$ cat src/rtl/student_serial_adder.sv
// Bit-serial adder: one full adder reused over WIDTH cycles, LSB first.
// The operand-A shift register doubles as the result register.
module student_serial_adder #(
    parameter int WIDTH = 16
) (
    input  logic             clk,
    input  logic             reset,
    input  logic             start,
    input  logic [WIDTH-1:0] a,
    input  logic [WIDTH-1:0] b,
    output logic             busy,
    output logic             done,
    output logic [WIDTH-1:0] sum,
    output logic             car
);

    localparam int CW = $clog2(WIDTH + 1);
    localparam logic [CW-1:0] LAST = CW'(WIDTH - 1);

    typedef enum logic [1:0] {
        S_IDLE = 2'd0,
        S_RUN  = 2'd1,
        S_DONE = 2'd2
    } state_t;

    state_t           state;
    logic [WIDTH-1:0] sh_a;
    logic [WIDTH-1:0] sh_b;
    logic             carry;
    logic [CW-1:0]    cnt;

    logic             ha1_s, ha1_c, fa_s, fa_c;
    logic [WIDTH-1:0] sh_a_next;

    // Two half-adder stages form the single full adder.
    assign ha1_s = sh_a[0] ^ sh_b[0];
    assign ha1_c = sh_a[0] & sh_b[0];
    assign fa_s  = ha1_s ^ carry;
    assign fa_c  = ha1_c | (ha1_s & carry);

    // Sum bits enter from the MSB end as operand bits leave from the LSB end.
    generate
        if (WIDTH == 1) begin : g_w1
            assign sh_a_next = fa_s;
        end else begin : g_wn
            assign sh_a_next = {fa_s, sh_a[WIDTH-1:1]};
        end
    endgenerate

    always_ff @(posedge clk) begin
        if (reset) begin
            state <= S_IDLE;
            busy  <= 1'b0;
            done  <= 1'b0;
            sum   <= '0;
            car   <= 1'b0;
            carry <= 1'b0;
            cnt   <= '0;
            sh_a  <= '0;
            sh_b  <= '0;
        end else begin
            case (state)
                S_IDLE: begin
                    done <= 1'b0;
                    if (start) begin
                        sh_a  <= a;
                        sh_b  <= b;
                        carry <= 1'b0;
                        cnt   <= '0;
                        busy  <= 1'b1;
                        state <= S_RUN;
                    end
                end
                S_RUN: begin
                    sh_a  <= sh_a_next;
                    sh_b  <= sh_b >> 1;
                    carry <= fa_c;
                    cnt   <= cnt + CW'(1);
                    if (cnt == LAST) begin
                        sum   <= sh_a_next;
                        car   <= fa_c;
                        busy  <= 1'b0;
                        done  <= 1'b1;
                        state <= S_DONE;
                    end
                end
                S_DONE: begin
                    done <= 1'b0;
                    if (start) begin
                        sh_a  <= a;
                        sh_b  <= b;
                        carry <= 1'b0;
                        cnt   <= '0;
                        busy  <= 1'b1;
                        state <= S_RUN;
                    end else begin
                        state <= S_IDLE;
                    end
                end
                default: begin
                    busy  <= 1'b0;
                    done  <= 1'b0;
                    state <= S_IDLE;
                end
            endcase
        end
    end

endmodule

$ cat config.mk
export PLATFORM = sky130hd
export DESIGN_NAME = student_serial_adder
export DESIGN_NICKNAME = d
export VERILOG_FILES = /design/src/rtl/student_serial_adder.sv
export SDC_FILE = /design/constraint.sdc
export NUM_CORES = 1
export LEC_CHECK = 0
export ABC_AREA = 1
export BUFFER_PORTS_ARGS = -buffer_cell sky130_fd_sc_hd__buf_2
export CAP_MARGIN = 20
export CORE_UTILIZATION = 58
export CTS_BUF_LIST = sky130_fd_sc_hd__clkbuf_16
export CTS_CLUSTER_DIAMETER = 150
export DETAILED_ROUTE_END_ITERATION = 16
export PLACE_DENSITY = 0.84
export SLEW_MARGIN = 10
export SYNTH_ARGS = -nofsm -noshare
export SYNTH_HDL_FRONTEND = slang
export SYNTH_SLANG_ARGS = --single-unit
$ cat constraint.sdc
create_clock -name clk -period 2.89 [get_ports clk]
set_input_delay 0.4335 -clock clk [delete_from_list [all_inputs] [get_ports clk]]
set_output_delay 0.4335 -clock clk [all_outputs]
set_load 0.02 [all_outputs]
==> results.sh, run 1 <==
export IMPL_portBuffers=53
export IMPL_setup_viol=0
export IMPL_swShare=0.257
export IMPL_min_path_type="in -> reg"
export IMPL_htree_levels=3
export IMPL_drt_pass1_iterations=4
export IMPL_grt_pass1_vias=2251
export IMPL_core_area_sq_um=4350
export IMPL_start_util=0.600
export IMPL_hold_depth=2
export IMPL_ys_seq_elements=59
export IMPL_cts_root_buf="clkbuf_16"
export IMPL_syn_avg_cell_area_sq_um=7.06
export IMPL_cts_tree="yes"
export IMPL_max_freq_ghz=0.560
export IMPL_fp_dieW_um=69.1
export IMPL_postCtsHoldBufs=0
export IMPL_insertion_delay_ns=0.32
export IMPL_max_cap_violations=0
export IMPL_status="completed"
export IMPL_endpoint_kind="register"
export IMPL_ir_drop_mv=0.486
export IMPL_ys_seq_area_frac=0.452
export IMPL_yosys_warnings=0
export IMPL_netlist_area_sq_um=2610
export IMPL_avgViaCountPerCell=5.10
export IMPL_wl_per_cell_um=11.7
export IMPL_drive_gt1_frac=0.181
export IMPL_grt_max_degree=40
export IMPL_clock_power_share=0.441
export IMPL_p_int_mw=1.51
export IMPL_syn_inst=370
export IMPL_wl_mm=5.49
export IMPL_rsz0062_at_grt="no"
export IMPL_cts_setup_buffers=0
export IMPL_dp_hpwl_mm=3.36
export IMPL_cts_path_max_buffers=2
export IMPL_required_ns=3.11
export IMPL_routabilityCongestion=0.770
export IMPL_route_detailed_drc=0
export IMPL_ys_types=22
export IMPL_drtIter0Drc=148
export IMPL_power_per_cell_area_nw_per_um2=665
export IMPL_final_cell_mix="nand2_1, nor2_1, dfxtp_1"
export IMPL_ant_nets=0
export IMPL_worst_ep_arrival_time_ns=2.00
export IMPL_whs_ns=0.369
export IMPL_syn_num_nets=408
export IMPL_timing_rr_end="sum[4]$_SDFFE_PP0P_"
export IMPL_slew_headroom=0.659
export IMPL_crit_type="reg -> reg"
export IMPL_final_common_cell="nand2_1"
export IMPL_cts_resized=0
export IMPL_antenna_found_initial=0
export IMPL_cts_made_buffers=9
export IMPL_io_pins=54
export IMPL_grt_pass1_wl_mm=9.45
export IMPL_p_leak_nw=1.57
export IMPL_finalHoldViolCount=0
export IMPL_num_rows=24
export IMPL_p_sw_mw=0.522
export IMPL_clk_pin_slew_worst_paths_ns=0.05
export IMPL_min_period_ns=1.79
export IMPL_clkSinkCount=59
export IMPL_grt_overflow=0
export IMPL_track_usage=0.248
export IMPL_min_delay_start="reset"
export IMPL_rr_startpoint="cnt[0]$_SDFFE_PP0P_"
export IMPL_drv_slew=0
export IMPL_die_h_um=69.1
export IMPL_n_antenna_cell=0
export IMPL_worst_slew_pin_slew_ns=0.511
export IMPL_hold_end="cnt[4]$_SDFFE_PP0P_"
export IMPL_startpoint_type="register"
export IMPL_pwr_share_seq=0.446
export IMPL_comb_power_share=0.113
export IMPL_syn2layout_area_growth_pct=17.0
export IMPL_fin_setup_tns_ns=0
export IMPL_nNetsFinal=453
export IMPL_fin_skew_ns=0.00461
export IMPL_vias=2404
export IMPL_die_area_sq_um=4780
export IMPL_r2r_slack_ns=1.10
export IMPL_worst_path_max_fanout=18
export IMPL_fin_util=0.702
export IMPL_fin_crit_sh=0.618
export IMPL_r2r_cells=9
## final cells by class
type | instances | area, sq um
timing repair buffer | 55 | 280
tap | 52 | 65.1
inverter | 11 | 48.8
clock buffer | 9 | 225
sequential | 59 | 1180
clock inverter | 6 | 26.3
multi-input combinational | 279 | 1230
fill | 393 | 1300
## state kept, by name (all words and copies together), names as in the netlist
name and flops:
busy 1, car 1, carry 1, cnt 5, done 1, sh_a 16
sh_b 16, state 2, sum 16
## power groups by stage
stage | Sequential [mW] | Combinational (mW) | Clock [mW]
CTS | 0.906 | 0.231 | 0.906
global placement | 0.920 | 0.221 | 0
finish | 0.907 | 0.229 | 0.896
global route | 0.912 | 0.262 | 0.946
floorplan | 0.911 | 0.196 | 0
detailed placement | 0.921 | 0.226 | 0
## stage by stage
stage | instances | setup slack (ns) | cell area [sq um] | power (mW)
global placement | 456 | 1.11 | 2810 | 1.14
finish | 471 | 1.10 | 3060 | 2.03
global route | 471 | 0.867 | 3060 | 2.12
detailed placement | 456 | 1.10 | 2810 | 1.15
CTS | 471 | 1.09 | 3060 | 2.04
floorplan | 370 | 1.40 | 2610 | 1.11
## synthesized netlist by cell type
cell | n | area share
nand2_1 | 103 | 0.15
inv_4 | 1 | 0.0024
nor2_1 | 102 | 0.15
or2_2 | 1 | 0.0024
inv_2 | 2 | 0.0029
fa_1 | 1 | 0.0077
nor3_1 | 2 | 0.0038
o21ai_1 | 35 | 0.067
ha_1 | 2 | 0.0096
inv_1 | 7 | 0.010
clkbuf_2 | 1 | 0.0019
buf_2 | 10 | 0.019
nand3_1 | 6 | 0.011
dfxtp_1 | 59 | 0.45
buf_6 | 7 | 0.030
clkbuf_1 | 1 | 0.0014
o21ai_0 | 15 | 0.029
nor2_8 | 1 | 0.0077
a21oi_1 | 8 | 0.015
buf_4 | 2 | 0.0057
nand2_8 | 3 | 0.023
inv_6 | 1 | 0.0034
## cell families (layout without fill, tap and decap cells)
group / after synthesis / after routing / share of synthesized area
AO/OA/AOI/OAI: 58 / 58 / 0.111
adder cells (fa/ha/maj): 3 / 3 / 0.0172
buffers and inverters: 32 / 81 / 0.0771
flip-flops: 59 / 59 / 0.452
AND/OR/NAND/NOR: 218 / 218 / 0.343
## critical path, cell delays in order, from the launching register on
cell     delay [ns]
dfxtp_1        0.36
ha_1           0.18
nand2_1        0.07
nor2_1         0.10
ha_1           0.17
inv_1          0.11
nor2_8         0.28
inv_2          0.20
nor2_1         0.14
nor2_1         0.06
## per-layer routing
| layer | track usage | part of all wire | vias to the layer above |
|---|---|---|---|
| met2 | 0.419 | 0.49 | 72 |
| met4 | 0.120 | 0.018 | 0 |
| met3 | 0.0629 | 0.064 | 11 |
| li1 | - | - | 1251 |
| met5 | 0 | 0 | - |
| met1 | 0.293 | 0.43 | 1070 |
## worst max-delay path by stage
stage / startpoint / endpoint / slack (ns) / cells past startpoint
5_1_grt: cnt[0]$_SDFFE_PP0P_ / sum[5]$_SDFFE_PP0P_ / 0.87 / 9
3_5_place_dp: cnt[0]$_SDFFE_PP0P_ / sum[4]$_SDFFE_PP0P_ / 1.10 / 9
2_1_floorplan: cnt[0]$_SDFFE_PP0P_ / sum[10]$_SDFFE_PP0P_ / 1.40 / 10
6_report: cnt[0]$_SDFFE_PP0P_ / sum[4]$_SDFFE_PP0P_ / 1.10 / 9
4_1_cts: cnt[0]$_SDFFE_PP0P_ / sum[3]$_SDFFE_PP0P_ / 1.09 / 9
3_3_place_gp: cnt[0]$_SDFFE_PP0P_ / sum[15]$_SDFFE_PP0P_ / 1.11 / 9
Note: power is estimated with default switching activity, not from simulation.
==> inputs of run 2 (changes only) <==
- CORE_UTILIZATION: 58 -> 54
- PLACE_DENSITY: 0.84 -> 0.79
- clock period: 2.89 -> 1.7 ns (I/O delays scaled with it)
==> run 2 against run 1 <==
Net effect: sequential power increased by 70%; global-route usage grew 0.94 points; worst hold slack worse by 0.19 ns; maximum frequency up 16%; register-to-register slack lost 0.94 ns; critical path type unchanged; largest cell class unchanged; critical endpoint is now sum[14]$_SDFFE_PP0P_; via count is 0.42% lower; clock power rose by 86%; wire length grew 3.9%; critical path depth unchanged.
==> results.sh, run 2 (synthesized netlist as in run 1, its figures left out) <==
export IMPL_setup_viol=0
export IMPL_clk_pin_slew_worst_paths_ns=0.05
export IMPL_htree_levels=3
export IMPL_avgViaCountPerCell=5.04
export IMPL_endpoint_kind="register"
export IMPL_p_leak_nw=1.61
export IMPL_insertion_delay_ns=0.32
export IMPL_fin_skew_ns=0.00446
export IMPL_final_common_cell="nand2_1"
export IMPL_critPathTopFamily="adder cells"
export IMPL_final_cell_mix="nand2_1, nor2_1, dfxtp_1"
export IMPL_cts_path_max_buffers=2
export IMPL_dp_cells=458
export IMPL_rr_startpoint="cnt[0]$_SDFFE_PP0P_"
export IMPL_grt_pass1_wl_mm=10.0
export IMPL_vias=2394
export IMPL_core_area_sq_um=4500
export IMPL_cp_depth=9
export IMPL_die_area_sq_um=5120
export IMPL_clkSinkCount=59
export IMPL_placed_area_sq_um=2830
export IMPL_max_cap_violations=0
export IMPL_worst_path_max_fanout=10
export IMPL_r2r_slack_ns=0.16
export IMPL_n_antenna_cell=0
export IMPL_crit_type="reg -> reg"
export IMPL_fp_dieW_um=71.6
export IMPL_startpoint_type="register"
export IMPL_slowest_delay_ns=0.33
export IMPL_critPathBufInv=2
export IMPL_min_path_type="in -> reg"
export IMPL_syn2layout_area_growth_pct=19.7
export IMPL_drive_gt1_frac=0.191
export IMPL_antenna_found_initial=0
export IMPL_timing_rr_end="sum[14]$_SDFFE_PP0P_"
export IMPL_final_cell_area_sq_um=3130
export IMPL_cts_made_buffers=9
export IMPL_reg_largest_list="sh_a: 16 flops, sh_b: 16 flops, sum: 16 flops"
export IMPL_die_h_um=71.6
export IMPL_worst_ep_arrival_time_ns=1.75
export IMPL_power_per_cell_area_nw_per_um2=1160
export IMPL_fin_setup_tns_ns=0
export IMPL_cts_tree="yes"
export IMPL_r2r_cells=9
export IMPL_track_usage=0.258
export IMPL_rsz0062_at_grt="no"
export IMPL_final_cells=475
export IMPL_required_ns=1.91
export IMPL_min_period_ns=1.54
export IMPL_drv_slew=0
export IMPL_cp_endpoint="sum[14]$_SDFFE_PP0P_"
export IMPL_status="completed"
export IMPL_max_freq_ghz=0.649
export IMPL_wl_per_cell_um=12.0
export IMPL_grt_max_degree=53
export IMPL_route_detailed_drc=0
export IMPL_dp_hpwl_mm=3.48
export IMPL_slowest_stage="dfxtp_1"
export IMPL_grt_pass1_vias=2281
export IMPL_slew_headroom=0.755
export IMPL_worst_slew_pin_slew_ns=0.367
export IMPL_drtIter0Drc=192
export IMPL_num_rows=24
export IMPL_fin_crit_sh=0.907
export IMPL_wl_mm=5.71
export IMPL_cts_root_buf="clkbuf_16"
export IMPL_nNetsFinal=457
export IMPL_grt_overflow=0
export IMPL_portBuffers=53
export IMPL_ant_nets=0
export IMPL_drt_pass1_iterations=4
export IMPL_start_util=0.580
export IMPL_startpoint="cnt[0]$_SDFFE_PP0P_"
export IMPL_ir_drop_mv=0.896
export IMPL_routabilityCongestion=0.780
export IMPL_io_pins=54
export IMPL_path_cells="ha_1 > nand2_1 > nor2_1 > ha_1 > inv_2 > nor2_8 > buf_4 > o21ai_0 > nor2_1"
export IMPL_finalHoldViolCount=0
-- run 2: cell types whose count changed in the layout (fill, tap and decap cells not counted) --
cell       delta
buf_4         +3
buf_12        +1
bufinv_16     +1
clkinv_1      -1
clkinv_2      -1
inv_2         +1
inv_4         -1
inv_6         +1
-- run 2: cell type report --
cell class                      count  area, sq um
Clock inverter                      6         51.3
Multi-Input combinational cell    279         1230
Inverter                           11         51.3
Sequential cell                    59         1180
Timing Repair Buffer               59          323
Tap cell                           52         65.1
Fill cell                         375         1380
Clock buffer                        9          225
-- run 2: worst min-delay path by stage --
stage,from,endpoint,slack [ns],cells past startpoint
after floorplan,b[15],sh_b[15]$_SDFFE_PP0P_,0.40,2
after global placement,cnt[0]$_SDFFE_PP0P_,cnt[0]$_SDFFE_PP0P_,0.46,1
after detailed placement,car$_SDFFE_PP0P_,car$_SDFFE_PP0P_,0.47,2
after CTS,b[15],sh_b[15]$_SDFFE_PP0P_,0.18,3
after global routing,b[15],sh_b[15]$_SDFFE_PP0P_,0.20,3
final,b[15],sh_b[15]$_SDFFE_PP0P_,0.18,3
-- run 2: power breakdown --
group          internal (mW)  total [mW]  leakage (nW)  switching (mW)
clock network           1.10        1.67         0.149           0.572
registers               1.48        1.54         0.484          0.0639
logic                  0.150       0.406         0.977           0.256
-- run 2: per-layer routing --
layer,global-route usage,share of wire
met5,0,0
met4,0.0871,0.012
met3,0.0956,0.057
met2,0.437,0.47
met1,0.302,0.46
-- run 2: metrics by stage --
step,hold WS (ns),worst slack [ns],util,power (mW)
after floorplan,0.402,0.206,-,1.88
after CTS,0.175,0.0820,0.694,3.64
after detailed placement,0.471,-0.0333,0.629,1.97
after global routing,0.204,0.0264,0.694,3.78
final,0.183,0.159,0.694,3.62
after global placement,0.462,0.0275,0.629,1.96
-- run 2: repair_timing --
action                     in CTS  in global routing
setup buffers                   2                  0
hold buffers                    0                  0
resized for setup               0                  2
pin swaps                       1                  0
setup endpoints to repair      17                  6
-- run 2: worst reg2reg max path, delay by kind of cell, from the launching register on --
family	cells	cell delay (ns)
adders and majority gates	2	0.40
AOI/OAI and AO/OA	1	0.19
and+or+nand+nor	4	0.22
buffers and inverters	2	0.28
DFF	1	0.33
